$ cat src/rtl/tex_addr_gen.sv
// Texel address generator: turns wrapped (u,v) plus mip geometry into one (point)
// or four serial (bilinear) texel byte addresses carrying blend weights and tag.
module tex_addr_gen #(
    parameter int unsigned FRAC_BITS  = 20,
    parameter int unsigned DIM_BITS   = 4,
    parameter int unsigned ADDR_W     = 32,
    parameter int unsigned TAG_W      = 8,
    parameter int unsigned BLEND_BITS = 8
) (
    input  logic                  clk,
    input  logic                  reset,
    input  logic                  req_valid,
    output logic                  req_ready,
    input  logic [FRAC_BITS-1:0]  req_u,
    input  logic [FRAC_BITS-1:0]  req_v,
    input  logic [DIM_BITS-1:0]   req_logw,
    input  logic [DIM_BITS-1:0]   req_logh,
    input  logic [1:0]            req_wrap_u,
    input  logic [1:0]            req_wrap_v,
    input  logic                  req_bilerp,
    input  logic [1:0]            req_stride,
    input  logic [ADDR_W-1:0]     req_base,
    input  logic [TAG_W-1:0]      req_tag,
    output logic                  rsp_valid,
    input  logic                  rsp_ready,
    output logic [ADDR_W-1:0]     rsp_addr,
    output logic [1:0]            rsp_idx,
    output logic                  rsp_last,
    output logic [BLEND_BITS-1:0] rsp_alpha,
    output logic [BLEND_BITS-1:0] rsp_beta,
    output logic [TAG_W-1:0]      rsp_tag
);

    localparam int unsigned XW    = (1 << DIM_BITS) - 1;
    localparam int unsigned SU_W  = FRAC_BITS + XW;
    localparam int unsigned OFF_W = 2 * XW + 2;

    typedef enum logic {IDLE, EMIT} state_t;

    state_t                state_q, state_d;
    logic [XW-1:0]         x0_q, x0_d, x1_q, x1_d, y0_q, y0_d, y1_q, y1_d;
    logic [DIM_BITS-1:0]   logw_q, logw_d;
    logic [1:0]            stride_q, stride_d;
    logic [ADDR_W-1:0]     base_q, base_d;
    logic                  bilerp_q, bilerp_d;
    logic                  rsp_valid_q, rsp_valid_d;
    logic [ADDR_W-1:0]     rsp_addr_q, rsp_addr_d;
    logic [1:0]            rsp_idx_q, rsp_idx_d;
    logic                  rsp_last_q, rsp_last_d;
    logic [BLEND_BITS-1:0] rsp_alpha_q, rsp_alpha_d;
    logic [BLEND_BITS-1:0] rsp_beta_q, rsp_beta_d;
    logic [TAG_W-1:0]      rsp_tag_q, rsp_tag_d;

    logic [SU_W-1:0]       su, sv;
    logic [XW-1:0]         x0_c, y0_c, wmask, hmask;
    logic [1:0]            stride_c;
    logic [1:0]            idx_n;

    function automatic logic [ADDR_W-1:0] texel_addr(
        input logic [ADDR_W-1:0]   base,
        input logic [XW-1:0]       x,
        input logic [XW-1:0]       y,
        input logic [DIM_BITS-1:0] logw,
        input logic [1:0]          stride
    );
        logic [OFF_W-1:0] lin;
        lin = (OFF_W'(y) << logw) + OFF_W'(x);
        return base + ADDR_W'(lin << stride);
    endfunction

    // Clamp saturates at the edge; every other wrap mode wraps to texel 0.
    function automatic logic [XW-1:0] neighbor(
        input logic [XW-1:0] c,
        input logic [XW-1:0] mask,
        input logic          clamp
    );
        if (clamp) return (c == mask) ? c : c + XW'(1);
        return (c + XW'(1)) & mask;
    endfunction

    assign req_ready = (state_q == IDLE);
    assign rsp_valid = rsp_valid_q;
    assign rsp_addr  = rsp_addr_q;
    assign rsp_idx   = rsp_idx_q;
    assign rsp_last  = rsp_last_q;
    assign rsp_alpha = rsp_alpha_q;
    assign rsp_beta  = rsp_beta_q;
    assign rsp_tag   = rsp_tag_q;

    always_comb begin
        su       = SU_W'(req_u) << req_logw;
        sv       = SU_W'(req_v) << req_logh;
        x0_c     = XW'(su >> FRAC_BITS);
        y0_c     = XW'(sv >> FRAC_BITS);
        wmask    = ~({XW{1'b1}} << req_logw);
        hmask    = ~({XW{1'b1}} << req_logh);
        stride_c = (req_stride == 2'd3) ? 2'd2 : req_stride;
        idx_n    = rsp_idx_q + 2'd1;

        state_d     = state_q;
        x0_d        = x0_q;
        x1_d        = x1_q;
        y0_d        = y0_q;
        y1_d        = y1_q;
        logw_d      = logw_q;
        stride_d    = stride_q;
        base_d      = base_q;
        bilerp_d    = bilerp_q;
        rsp_valid_d = rsp_valid_q;
        rsp_addr_d  = rsp_addr_q;
        rsp_idx_d   = rsp_idx_q;
        rsp_last_d  = rsp_last_q;
        rsp_alpha_d = rsp_alpha_q;
        rsp_beta_d  = rsp_beta_q;
        rsp_tag_d   = rsp_tag_q;

        case (state_q)
            IDLE: begin
                if (req_valid) begin
                    state_d     = EMIT;
                    x0_d        = x0_c;
                    y0_d        = y0_c;
                    x1_d        = neighbor(x0_c, wmask, req_wrap_u == 2'd0);
                    y1_d        = neighbor(y0_c, hmask, req_wrap_v == 2'd0);
                    logw_d      = req_logw;
                    stride_d    = stride_c;
                    base_d      = req_base;
                    bilerp_d    = req_bilerp;
                    rsp_valid_d = 1'b1;
                    rsp_addr_d  = texel_addr(req_base, x0_c, y0_c, req_logw, stride_c);
                    rsp_idx_d   = 2'd0;
                    rsp_last_d  = !req_bilerp;
                    rsp_tag_d   = req_tag;
                    rsp_alpha_d = '0;
                    rsp_beta_d  = '0;
                    if (req_bilerp) begin
                        rsp_alpha_d = BLEND_BITS'(su[FRAC_BITS-1:0] >> (FRAC_BITS - BLEND_BITS));
                        rsp_beta_d  = BLEND_BITS'(sv[FRAC_BITS-1:0] >> (FRAC_BITS - BLEND_BITS));
                    end
                end
            end
            EMIT: begin
                if (rsp_ready) begin
                    if (rsp_last_q) begin
                        state_d     = IDLE;
                        rsp_valid_d = 1'b0;
                    end else begin
                        // idx bit 0 selects the x neighbour, bit 1 the y neighbour
                        rsp_idx_d  = idx_n;
                        rsp_last_d = (idx_n == 2'd3);
                        rsp_addr_d = texel_addr(base_q, idx_n[0] ? x1_q : x0_q,
                                                idx_n[1] ? y1_q : y0_q, logw_q, stride_q);
                    end
                end
            end
            default: state_d = IDLE;
        endcase
    end

    always_ff @(posedge clk or negedge reset) begin
        if (!reset) begin
            state_q     <= IDLE;
            x0_q        <= '0;
            x1_q        <= '0;
            y0_q        <= '0;
            y1_q        <= '0;
            logw_q      <= '0;
            stride_q    <= '0;
            base_q      <= '0;
            bilerp_q    <= 1'b0;
            rsp_valid_q <= 1'b0;
            rsp_addr_q  <= '0;
            rsp_idx_q   <= '0;
            rsp_last_q  <= 1'b0;
            rsp_alpha_q <= '0;
            rsp_beta_q  <= '0;
            rsp_tag_q   <= '0;
        end else begin
            state_q     <= state_d;
            x0_q        <= x0_d;
            x1_q        <= x1_d;
            y0_q        <= y0_d;
            y1_q        <= y1_d;
            logw_q      <= logw_d;
            stride_q    <= stride_d;
            base_q      <= base_d;
            bilerp_q    <= bilerp_d;
            rsp_valid_q <= rsp_valid_d;
            rsp_addr_q  <= rsp_addr_d;
            rsp_idx_q   <= rsp_idx_d;
            rsp_last_q  <= rsp_last_d;
            rsp_alpha_q <= rsp_alpha_d;
            rsp_beta_q  <= rsp_beta_d;
            rsp_tag_q   <= rsp_tag_d;
        end
    end

endmodule
$ cat config.mk
export PLATFORM = sky130hd
export DESIGN_NAME = tex_addr_gen
export DESIGN_NICKNAME = d
export VERILOG_FILES = /design/src/rtl/tex_addr_gen.sv
export SDC_FILE = /design/constraint.sdc
export NUM_CORES = 1
export LEC_CHECK = 0
export CAP_MARGIN = 20
export CORE_MARGIN = 2
export CORE_UTILIZATION = 45
export DETAILED_ROUTE_END_ITERATION = 16
export DONT_BUFFER_PORTS = 1
export GPL_ROUTABILITY_DRIVEN = 0
export GPL_TIMING_DRIVEN = 0
export MAX_ROUTING_LAYER = met4
export SYNTH_ARGS = -nofsm -noshare
export SYNTH_HDL_FRONTEND = slang
export SYNTH_SLANG_ARGS = --single-unit
export TNS_END_PERCENT = 20
$ cat constraint.sdc
create_clock -name clk -period 7.51 [get_ports clk]
set_input_delay 1.1265 -clock clk [delete_from_list [all_inputs] [get_ports clk]]
set_output_delay 1.1265 -clock clk [all_outputs]
set_load 0.005 [all_outputs]
==> metrics <==
outcome completed; syn avg cell area 7.80 um^2; worst r2r path cells 32; Main synth FF type dfrtp_1; die span in x 205 um; vias in the first global route 18200; power per cell area 392 mW/mm^2; pin count of the biggest net entering global routing 160; Root Buffer clkbuf_16; area grow syn2layout 15.2%; initial drt markers 1958; Mapped Area 0.0182 mm^2; placed cells 2852; dominant combinational cell family by area after synthesis compound AO/OA/AOI/OAI gates; Antenna Nets Post-Route 0; final worst path period share 99.1%; fill count 3900; Tightest Pin Transition 1120 ps; Worst R2R Setup Slack 170 ps; clock power share 10.9%; RSZ-0062 raised after global routing yes; CP startpoint kind input pin; XOR/XNOR Fraction of Synth Area 6.03%; Logic pwr share 70.4%; FF-to-FF End rsp_addr[28]; Hold Path Class input pin to asynchronous set/reset pin; Layout Cells excl Fill 2958; Switching Power 4.22 mW; dpl ws -2090 ps; Compound-Gate Fraction of Synth Area 22.6%; Clock Tree Buf Depth 2; EDFF count, synth 0; Final Hold Viols 0; warnings from Yosys 0; Synth Area in Simple Gates 21.3%; drt pass-1 iters 6; Reg clk slew, reported paths 70 ps; vias per cell 6.39; CP Max Fanout 5; mux share of post-synthesis cell area 16.1%; Critical Path RT 7840 ps; #FFs+latches synth 159; CP peak stage delay 550 ps; final WL 69.7 mm; post-synthesis cell count 2327; CTS Sinks 159; antenna violations before repair 1; Sw Share 51.6%; Worst Setup End Kind flip-flop; DP HPWL 52.6 mm; CTS Buf Count 17; peak supply drop 0.258 mV; Worst Skew 11.0 ps; first-pass GRT wire length 105 mm; Worst Path Arrival 7780 ps; # port buffers 0; Worst Setup SP req_logh[0]; Vias 18900; Row Count 73; FF/Latch Area 0.00398 mm^2; static leakage 8.99 nW; metal3 WL 5.49 mm; setup TNS 0 ps; Ports 160; grt ovf 0; CTS H-Tree Depth 4; Design Power 8.19 mW; share of layout cells above drive strength 1 17.2%; min cycle time layout 7450 ps; ys async rst share 100%; fmax 134 MHz; post-DR wirelength/cell 23.6 um; final net count 2624; final-report max-slew violation count 0; core area 0.0398 mm^2; Die Y 205 um; Seq/Total Area, Yosys 21.9%; Max Used Layer met4; most frequent cells in the layout nand2_1, o21ai_0, nor2_1, dfrtp_1, a21oi_1; max cap viols 0; WL met1 28.7 mm; CTS tree done; Setup CP Type input pin to flip-flop; commonest non-fill, non-tap cell in the layout nand2_1; Distinct cells, synth 99; clock latency on the worst-skew pair 470 ps; Tot GR Track Use 33.7%; final core utilization 52.5%; Post-Synth Adder-Cell Area 7.47%; die area 0.0420 mm^2; worst r2r src rsp_idx[0]; Remaining DRCs 0; internal power 3.96 mW; Net Count, Synth 2532; worst setup margin 64.6 ps; met2 wire length 31.7 mm; setup violators final 0; crit path max-delay cell type mux4_2; part of the power in registers 18.6%; # hold bufs at CTS 0; Starting Density 45.6%; Slew headroom 25.3%; multi-input logic area 0.0141 mm^2
critical path: cells and delay by family:
| family | cells | cell delay (ps) |
|---|---|---|
| fa+ha+maj | 2 | 580 |
| mux | 2 | 900 |
| simple gates | 6 | 1370 |
| buf+inv | 3 | 440 |
| xor+xnor | 2 | 340 |
| compound gates | 16 | 3020 |
sequential cells by signal, summed over array words and instances (netlist names), 15 cells and up:
register / flops
y1_q: 15
x1_q: 15
y0_q: 15
base_q: 32
x0_q: 15
rsp_addr: 32
stage by stage:
stage	hold slack (ps)	instance area [um^2]
detailed placement	459	18900
floorplan	440	18200
global route	339	20900
global placement	455	18900
CTS	329	20100
finish	361	20900
worst max-delay path by stage:
stage / endpoint / depth (start not counted)
2_1_floorplan: rsp_addr[29] / 34
3_3_place_gp: rsp_addr[28] / 34
3_5_place_dp: rsp_addr[31] / 35
4_1_cts: rsp_addr[29] / 32
5_1_grt: rsp_addr[30] / 32
6_report: rsp_addr[30] / 31
cells by family (layout without fill, tap and decap cells):
group | count (synthesis) | in the layout
simple gates | 858 | 858
compound gates | 657 | 657
mux | 220 | 220
buf+inv | 202 | 307
flops | 159 | 159
xor+xnor | 125 | 125
fa+ha+maj | 106 | 106
other cells | 0 | 1
routing by layer:
metal | vias to the layer above | global-route usage [%]
li1 | 8630 | -
met1 | 8957 | 42.2
met2 | 1056 | 52.5
met3 | 248 | 5.41
met4 | 0 | 17.2
met5 | - | -
power groups by stage:
stage	combinational, mW	clock [mW]	sequential [mW]
floorplan	3.96	0	1.43
global placement	5.19	0	1.52
detailed placement	5.27	0	1.53
CTS	5.42	0.900	1.52
global route	6.29	0.934	1.57
finish	5.77	0.894	1.53
final cells by class:
class | count | area share, %
Antenna cell | 1 | 0.0120
Buffer | 134 | 3.35
Clock buffer | 18 | 2.10
Clock inverter | 14 | 0.575
Inverter | 64 | 1.17
Multi-Input combinational cell | 1966 | 67.7
Sequential cell | 159 | 19.0
Tap cell | 525 | 3.14
Timing Repair Buffer | 77 | 2.96
synth_stat cells, types with 17 or more instances:
cell        n  area (um^2)
nand2b_1   24          150
a21oi_1   165          826
xnor2_1    78          683
o21ai_0   212         1060
a211oi_1   33          248
dfrtp_1   159         3980
mux4_2     42          946
nor2_1    179          672
a31oi_1    25          156
o22ai_1    19          119
xor2_1     47          412
clkbuf_1  103          387
o31ai_1    21          158
nand3_1    49          245
nor3_1     47          235
or3_1      17          106
nor2b_1    24          150
ha_1      102         1280
mux2_2     49          552
and2_1     21          131
nand2_1   415         1560
mux2i_1   106         1060
and3_1     18          113
a21o_1     38          285
inv_1      56          210
timing repair:
action                                  CTS  global route
resized for setup                       110           132
pin swaps                                29            64
cloned                                    0             2
endpoints found under the setup margin   18            11
buffers inserted                         41            33
Power figures use the tool's default switching activity.
